### config.mk
export PLATFORM = sky130hd
export DESIGN_NAME = clk_div_gen
export DESIGN_NICKNAME = d
export VERILOG_FILES = /design/src/rtl/clk_div_gen.sv
export SDC_FILE = /design/constraint.sdc
export NUM_CORES = 1
export LEC_CHECK = 0
export ABC_AREA = 1
export BUFFER_PORTS_ARGS = -buffer_cell sky130_fd_sc_hd__buf_2
export CAP_MARGIN = 10
export CORE_AREA = 2 2 121 147
export CTS_BUF_LIST = sky130_fd_sc_hd__clkbuf_4
export CTS_CLUSTER_DIAMETER = 100
export DETAILED_ROUTE_END_ITERATION = 10
export DIE_AREA = 0 0 123 149
export PLACE_DENSITY = 0.69
export SLEW_MARGIN = 20
export SYNTH_ARGS = -nofsm -noshare
export SYNTH_HDL_FRONTEND = slang
export SYNTH_SLANG_ARGS = --single-unit
export TNS_END_PERCENT = 5
### constraint.sdc
create_clock -name clk -period 3.14 [get_ports clk]
set_input_delay 0.157 -clock clk [delete_from_list [all_inputs] [get_ports clk]]
set_output_delay 0.157 -clock clk [all_outputs]
set_load 0.005 [all_outputs]
### src/rtl/clk_div_gen.sv
// rtl/clk_div_gen.sv - programmable clock-pattern generator (delay, high, low phases) with tick strobe
// Optional: define CLK_DIV_PERIOD_CNT_EN to add the period_cnt output.
`timescale 1ns/1ps
module clk_div_gen #(
  parameter int CNT_W = 16
) (
  input  logic             clk,
  input  logic             rst,
  input  logic             en,
  input  logic             cfg_valid,
  output logic             cfg_ready,
  input  logic [CNT_W-1:0] cfg_delay,
  input  logic [CNT_W-1:0] cfg_high,
  input  logic [CNT_W-1:0] cfg_low,
  output logic             clk_out,
  output logic             tick,
`ifdef CLK_DIV_PERIOD_CNT_EN
  output logic [31:0]      period_cnt,
`endif
  output logic             busy
);

  typedef enum logic [1:0] {S_IDLE, S_DELAY, S_HIGH, S_LOW} state_t;

  localparam logic [CNT_W-1:0] ONE = CNT_W'(1);

  state_t           state_q, state_d;
  logic [CNT_W-1:0] cnt_q, cnt_d;
  logic [CNT_W-1:0] delay_q, delay_d, high_q, high_d, low_q, low_d;
  logic [CNT_W-1:0] pdelay_q, pdelay_d, phigh_q, phigh_d, plow_q, plow_d;
  logic             pend_q, pend_d;
  logic             clk_out_q, tick_q, tick_d;
  logic             xfer, commit;
  logic [CNT_W-1:0] new_delay, new_high, new_low;

  function automatic logic [CNT_W-1:0] len_m1(input logic [CNT_W-1:0] v);
    return (v == '0) ? '0 : v - ONE;
  endfunction

  always_comb begin
    xfer      = cfg_valid && !pend_q;
    // Values that take effect at a commit point: a same-cycle transfer wins, then the shadow.
    new_delay = xfer ? cfg_delay : (pend_q ? pdelay_q : delay_q);
    new_high  = xfer ? cfg_high  : (pend_q ? phigh_q  : high_q);
    new_low   = xfer ? cfg_low   : (pend_q ? plow_q   : low_q);

    state_d  = state_q;
    cnt_d    = cnt_q;
    commit   = 1'b0;
    delay_d  = delay_q;
    high_d   = high_q;
    low_d    = low_q;
    pdelay_d = pdelay_q;
    phigh_d  = phigh_q;
    plow_d   = plow_q;
    pend_d   = pend_q;

    case (state_q)
      S_IDLE: begin
        commit = 1'b1;
        if (en) begin
          if (new_delay != '0) begin
            state_d = S_DELAY;
            cnt_d   = new_delay - ONE;
          end else begin
            state_d = S_HIGH;
            cnt_d   = len_m1(new_high);
          end
        end
      end
      S_DELAY: begin
        if (!en) begin
          state_d = S_IDLE;
          cnt_d   = '0;
          commit  = 1'b1;
        end else if (cnt_q == '0) begin
          state_d = S_HIGH;
          cnt_d   = len_m1(high_q);
        end else begin
          cnt_d = cnt_q - ONE;
        end
      end
      S_HIGH: begin
        if (cnt_q == '0) begin
          state_d = S_LOW;
          cnt_d   = len_m1(low_q);
        end else begin
          cnt_d = cnt_q - ONE;
        end
      end
      S_LOW: begin
        if (cnt_q == '0) begin
          commit = 1'b1;
          if (en) begin
            state_d = S_HIGH;
            cnt_d   = len_m1(new_high);
          end else begin
            state_d = S_IDLE;
            cnt_d   = '0;
          end
        end else begin
          cnt_d = cnt_q - ONE;
        end
      end
      default: begin
        state_d = S_IDLE;
        cnt_d   = '0;
      end
    endcase

    if (commit) begin
      delay_d = new_delay;
      high_d  = new_high;
      low_d   = new_low;
      pend_d  = 1'b0;
    end else if (xfer) begin
      pdelay_d = cfg_delay;
      phigh_d  = cfg_high;
      plow_d   = cfg_low;
      pend_d   = 1'b1;
    end

    // HIGH is always entered from a non-HIGH state, so a low clk_out marks the first HIGH cycle.
    tick_d = (state_q == S_HIGH) && !clk_out_q;
  end

  always_ff @(posedge clk or posedge rst) begin
    if (rst) begin
      state_q   <= S_IDLE;
      cnt_q     <= '0;
      delay_q   <= '0;
      high_q    <= ONE;
      low_q     <= ONE;
      pdelay_q  <= '0;
      phigh_q   <= '0;
      plow_q    <= '0;
      pend_q    <= 1'b0;
      clk_out_q <= 1'b0;
      tick_q    <= 1'b0;
    end else begin
      state_q   <= state_d;
      cnt_q     <= cnt_d;
      delay_q   <= delay_d;
      high_q    <= high_d;
      low_q     <= low_d;
      pdelay_q  <= pdelay_d;
      phigh_q   <= phigh_d;
      plow_q    <= plow_d;
      pend_q    <= pend_d;
      clk_out_q <= (state_q == S_HIGH);
      tick_q    <= tick_d;
    end
  end

`ifdef CLK_DIV_PERIOD_CNT_EN
  logic [31:0] period_cnt_q;

  always_ff @(posedge clk or posedge rst) begin
    if (rst) begin
      period_cnt_q <= '0;
    end else if (state_d == S_IDLE && state_q != S_IDLE) begin
      period_cnt_q <= '0;
    end else if (tick_d) begin
      period_cnt_q <= period_cnt_q + 32'd1;
    end
  end

  assign period_cnt = period_cnt_q;
`endif

  assign clk_out   = clk_out_q;
  assign tick      = tick_q;
  assign busy      = (state_q != S_IDLE);
  assign cfg_ready = !pend_q;

endmodule

---- Yosys cells after proc, flatten, opt, wreduce, memory -nomap -nowiden ----
Index checks and enable logic that the tools add are counted.
W data, S select, Z words.
cells by class
  add/sub/neg operators ................... 5
  equal/unequal tests ..................... 7
  mux-type cells .......................... 30
  bitwise operators ....................... 1
  reductions and logical operators ........ 16
operators by type and width
  kind                     number
  $mux W16                 16
  $sub A16 B1 Y16 const B  5
  $logic_not A16 Y1        4
  $pmux W16 S4             1
  $reduce_bool A16 Y1      1
  $mux W2                  7
  $pmux W2 S4              1
  $ne A2 B2 Y1 const B     3
  $reduce_bool A2 Y1       3
  $eq A2 B2 Y1 const B     2
  $mux W1                  4
  $reduce_and A2 Y1        2
  $reduce_and A4 Y1        1
  $ne A3 B3 Y1 const B     1
  $pmux W1 S3              1
  $eq A2 B1 Y1 const B     1
  $logic_and A1 B1 Y1      2
  $logic_not A1 Y1         2
  $logic_not A2 Y1         1
  $not A1 Y1               1
word-level totals
  bits in registers ....................... 117
  bits of input ports ..................... 52
  output and inout port bits .............. 4
  word-level logic and storage cells ...... 70

---- Logic depth before layout (Yosys ltp) ----
  word-level depth ........................ 8
  gate-level depth with buffers ........... 19
  mapped depth without buffers ............ 17

---- Worst setup path after synthesis ----
OpenSTA, ideal clock, no wires.
  path kind ............................... reg-to-reg
  from .................................... register pend_q
  to ...................................... register cnt_q[1]
  library setup time ...................... 0.127 ns
  data arrival time ....................... 2.103 ns
  data required time ...................... 3.013 ns
  path slack .............................. 0.910 ns
  stages on the path, launching flop included .. 16
  path buffers ............................ 3
  clock period less this slack ............ 2.230 ns
  path through ............................ dfrtp_1 > buf_6 > inv_2 > buf_6 > nand2_1 > nor2_1 > nor2_2 > ha_1 > nand3_1 > nor2_2 > nand2_2 > buf_4 > nand2_1 > nor2_1 > nor3_1 > a21oi_1
on the way
  cells in the longest elaborated chain, start to end .. 8
  elaborated cells between the ends (all ways) .. 16
  classes of those cells .................. add/sub: 2; mux: 10; reduce/logical: 4
RTL lines
  element                                                      line    source
  start: declaration                                           31      logic pend_q, pend_d;
  start signal: assignment                                     149     pend_q <= pend_d;
  $logic_not A1 Y1 *                                           -
  named net cfg_ready                                          11      output logic cfg_ready,
  $logic_and A1 B1 Y1 *                                        41      xfer = cfg_valid && !pend_q;
  $mux W16                                                     44      new_high = xfer ? cfg_high : (pend_q ? phigh_q : high_q);
  $sub A16 B1 Y16 / $logic_not A16 Y1 (equally long branches)  37      return (v == '0) ? '0 : v - ONE;
  $mux W16                                                     37
  $mux W16 (on tied branches)                                  94, 62
  $mux W16 (on tied branches)                                  92, 61
  $pmux W16 S4 *                                               58      case (state_q)
  end signal: assignment                                       142     cnt_q <= cnt_d;
  end: declaration                                             28      logic [CNT_W-1:0] cnt_q, cnt_d;
Mark *: on every way through the listed nets, which the timed path passes. The rest lies on a longest branch. The select of a mux whose other input is x is not followed.
A chain may end at the register's enable or synchronous reset.

---- Final worst setup path ----
  from .................................... register pend_q
  to ...................................... register cnt_q[1]
on the way
  cells in the longest elaborated chain, start to end .. 8
  elaborated cells between the ends (all ways) .. 16
  classes of those cells .................. add/sub: 2; mux: 10; reduce/logical: 4
RTL lines
  element                                                      line
  $logic_not A1 Y1                                             41
  $logic_and A1 B1 Y1                                          41
  $mux W16                                                     44
  $sub A16 B1 Y16 / $logic_not A16 Y1 (equally long branches)  37
  $mux W16                                                     37
  $mux W16 (on tied branches)                                  94, 62
  $mux W16 (on tied branches)                                  92, 61
  $pmux W16 S4 *                                               58
Every way passes the cells marked *; elsewhere a longest branch is shown, timed or not. The select of a mux whose other input is x is not followed.

==> metrics.md <==
| Metric | Value |
|---|---|
| Slew Viols, Final | 0 |
| Hold_buf cts | 49 |
| Util after Layout | a little under three fifths |
| Initial antenna violation count | 1 |
| Routed length per instance | 15.21 um |
| Post-CTS Setup Bufs | 0 |
| Total power | approximately 7 mW |
| Clock Skews | between 0.02 and 0.025 ns |
| Int Pwr | roughly 3.8 mW |
| Hold slack | around 0.095 ns |
| Detailed placement HPWL | roughly 18 mm |
| Routed Wire Length | between 20 and 25 mm |
| Critical Path RT | 3.58 ns |
| Post-Syn Nets | 1,302 |
| RePlAce Congestion | 1.041 |
| Resized Gates After CTS | 0 |
| Switch share | 45.62% |
| Worst Max-Slew Pin Slew | around 0.84 ns |
| Die Ht | 149 um |
| Fmax achieved | roughly 0.35 GHz |
| DIE AREA | 18,330 um2 |
| RSZ-0062 raised after global routing | no |
| Global-route wire length before repair | just over 40 mm |
| Synth cell types | 37 |
| Htree depth | 4 |
| Starting Density | between 40% and 50% |
| WP data arrival | 3.27 ns |
| Clock sinks | approximately 120 |
| Syn Area/Cell | ~6.7 um2 |
| Yosys warning count | 0 |
| Final setup vio count | 0 |
| Die width | roughly 120 um |
| Post-synthesis sequential area ratio | a little over a third |
| Row Count | 53 |
| Area of the mapped netlist | a little over 8000 um2 |
| Layout cells sized above 1 | between 10% and 20% |
| CTS tree | built |
| Top-Level Pins | between 50 and 60 |
| Final min period | roughly 2.8 ns |
| Largest fanout on the critical path | 46 |
| Register bit total from synthesis | approximately 120 |
| Setup TNS | 0 ns |
| Port Buffers | 55 |
| Vias per inst | 5.238 |
| Final #Nets | roughly 1,400 |
| Final Hold Vio Count | 0 |
| ANT nets after route | 0 |
| Vias | approximately 8,300 |
| Pwr/cell area | ~730 nW/um2 |
| CP Capture Type | flop |
| Core area | ~17,000 um2 |
| Multi-input gate area | between 4000 and 5000 um2 |
| HP Class | input port to flop |
| Mapped Cells | 1,241 |
| Max Root-Sink Buffers | 2 |
| Initial DRC Count | 551 |
| Final period utilization | between 90% and 100% |
| Largest net degree at the start of global routing | approximately 120 |
| Flop pwr share | approximately two fifths |
| Clock group share of total power | 17.4% |
| Skew-Pair Late Insertion Delay | ~0.57 ns |
| Residual DRC | 0 |
| Power share of the combinational group | between 40% and 50% |
| Slew headroom | 43.27% |
| Startpoint types | flop |
| Status | finished, final reports clean |
| Vias in the first global route | slightly above 8,000 |
| # fillers | about 1,700 |
| CTS Buf Count | 17 |
| Sw Pwr | roughly 3.2 mW |
| Clock root buffer master | clkbuf_4 |
| Max Cap Viol | 0 |
| Sequential cell area | ~3000 um2 |
| CP Class | flop to flop |
| P_leak | ~4.8 nW |
| Area grow syn2layout | 15.34% |
| Total Routing Usage GR | roughly 28% |
| Gr ovfl total | 0 |
| Clock-pin transition on the worst setup and hold timing paths | between 0.1 and 0.15 ns |
| Iteration count of the initial detailed-routing pass | 5 |
| Max VDD drop | between 0.0003 and 0.0004 V |
-- worst max-delay path: stages (launching register included) --
cell	delay, ns
dfrtp_1	0.46
buf_4	0.29
nor2_4	0.08
buf_4	0.27
nand2_1	0.11
nand3_1	0.15
nor2_2	0.24
nand2_1	0.10
nor2_2	0.17
nand3_2	0.17
nand2_2	0.18
nor2_1	0.08
nor3_1	0.30
a21oi_1	0.11
-- cell families (layout without fill, tap and decap cells) --
| group | count (synthesis) | after routing | synth area share (%) |
|---|---|---|---|
| AO/OA/AOI/OAI | 154 | 154 | 10.11 |
| XOR/XNOR | 28 | 28 | 2.957 |
| adder cells (fa/ha/maj) | 9 | 9 | 1.358 |
| buffers and inverters | 173 | 287 | 8.885 |
| flip-flops | 117 | 117 | 35.33 |
| multiplexers | 29 | 29 | 3.937 |
| other | 0 | 1 | 0 |
| AND/OR/NAND/NOR | 731 | 731 | 37.43 |
-- cell usage in the layout, fill, tap and decap left out, types with 3 or more instances in the layout --
cell type      synthesis  final
inv_6                  0      3
nor2_4                 5      6
inv_2                 13     13
mux2_2                27     27
a21oi_1               28     28
nand3_1              102    102
dlygate4sd3_1          0     49
clkbuf_4               0     17
buf_2                 10     55
nand3_2                7      7
nand2_2                6      6
o21ai_1                7      7
xnor2_1                5      5
nand4_1               12     12
nor2_2                17     16
o21ai_0               96     96
o211ai_1              18     18
clkinv_4               0      4
buf_4                  4     18
bufinv_16              0      3
inv_1                117    116
clkinv_2               0      4
xor2_1                23     23
ha_1                   9      9
dfrtp_1              115    115
nor3_1                 9      9
nand2_1              416    416
nor2_1               150    150
-- cells in the mapped netlist --
cell	number	share of area (%)
o311ai_0	1	0.11
nand2_1	416	19
mux2_2	27	3.7
nand3_2	7	0.84
clkinv_1	2	0.091
nand2_4	1	0.14
o21ai_1	7	0.42
nand3b_1	2	0.18
inv_1	117	5.3
nand2_2	6	0.45
o31ai_1	2	0.18
o21ai_0	96	5.8
dfrtp_1	115	35
nand4_1	12	0.91
o211ai_1	18	1.6
buf_1	2	0.091
nor2_4	5	0.68
mux2_1	2	0.27
buf_6	8	1.1
nand3_1	102	6.2
xor2_1	23	2.4
xnor2_1	5	0.53
buf_2	10	0.60
nor3_1	9	0.54
nor2_8	1	0.24
nor2_1	150	6.8
clkbuf_1	17	0.77
o21bai_1	1	0.091
a21oi_1	28	1.7
inv_2	13	0.59
nor3_2	2	0.24
o21ai_4	1	0.20
ha_1	9	1.4
nand4_2	1	0.15
buf_4	4	0.36
dfstp_2	2	0.63
nor2_2	17	1.3
-- final cells by class --
cell class                      instances  area share, %
Clock buffer                           17          1.334
Antenna cell                            1        0.02616
Multi-Input combinational cell        951          48.42
Inverter                              132          5.218
Tap cell                              220          2.877
Clock inverter                         15          1.870
Timing Repair Buffer                  123          9.626
Sequential cell                       117          30.63
-- worst paths after layout --
check	start	cells after the start	slack (ns)	end
worst max-delay path	pend_q	13	0.30	cnt_q[1]
worst min-delay path	en	5	0.1	cnt_q[7]
worst max register to register	pend_q	13	0.30	cnt_q[1]
worst min register to register	clk_out	1	0.43	tick
max in group asynchronous	rst	4	2.33	cnt_q[6]
min in group asynchronous	rst	4	0.29	pdelay_q[8]
-- sequential cells by signal (all words and copies together) (netlist names), named ones only --
register,flops
tick,1
state_q,1
cnt_q,16
pdelay_q,16
pend_q,1
low_q,16
delay_q,16
phigh_q,16
high_q,16
clk_out,1
plow_q,16
-- metal layers --
layer | wire length, um | up-vias | part of all wire, % | GRT usage (%)
met5 | 0 | - | 0 | 0
met4 | 886 | 0 | 3.7 | 12.22
met3 | 1030 | 69 | 4.3 | 5.008
met2 | 11720 | 205 | 49 | 47.57
met1 | 10340 | 3820 | 43 | 35.35
li1 | - | 4161 | - | -
-- metrics by stage --
stage | setup slack, ns | instances | instance area (um2)
after floorplan | 0.9101 | 1241 | 8298
after global placement | 0.4801 | 1494 | 8767
after detailed placement | 0.3522 | 1494 | 8767
after CTS | 0.3230 | 1575 | 9564
after global routing | 0.07068 | 1576 | 9567
final | 0.3036 | 1576 | 9567
-- power groups by stage --
stage | sequential, mW | clock (mW) | combinational, mW
2_1_floorplan | 2.52 | 0 | 2.21
3_3_place_gp | 2.67 | 0 | 2.97
3_5_place_dp | 2.68 | 0 | 3.00
4_1_cts | 2.65 | 1.24 | 3.06
5_1_grt | 2.74 | 1.30 | 3.50
6_report | 2.66 | 1.21 | 3.08
(Power assumes the default switching activity.)
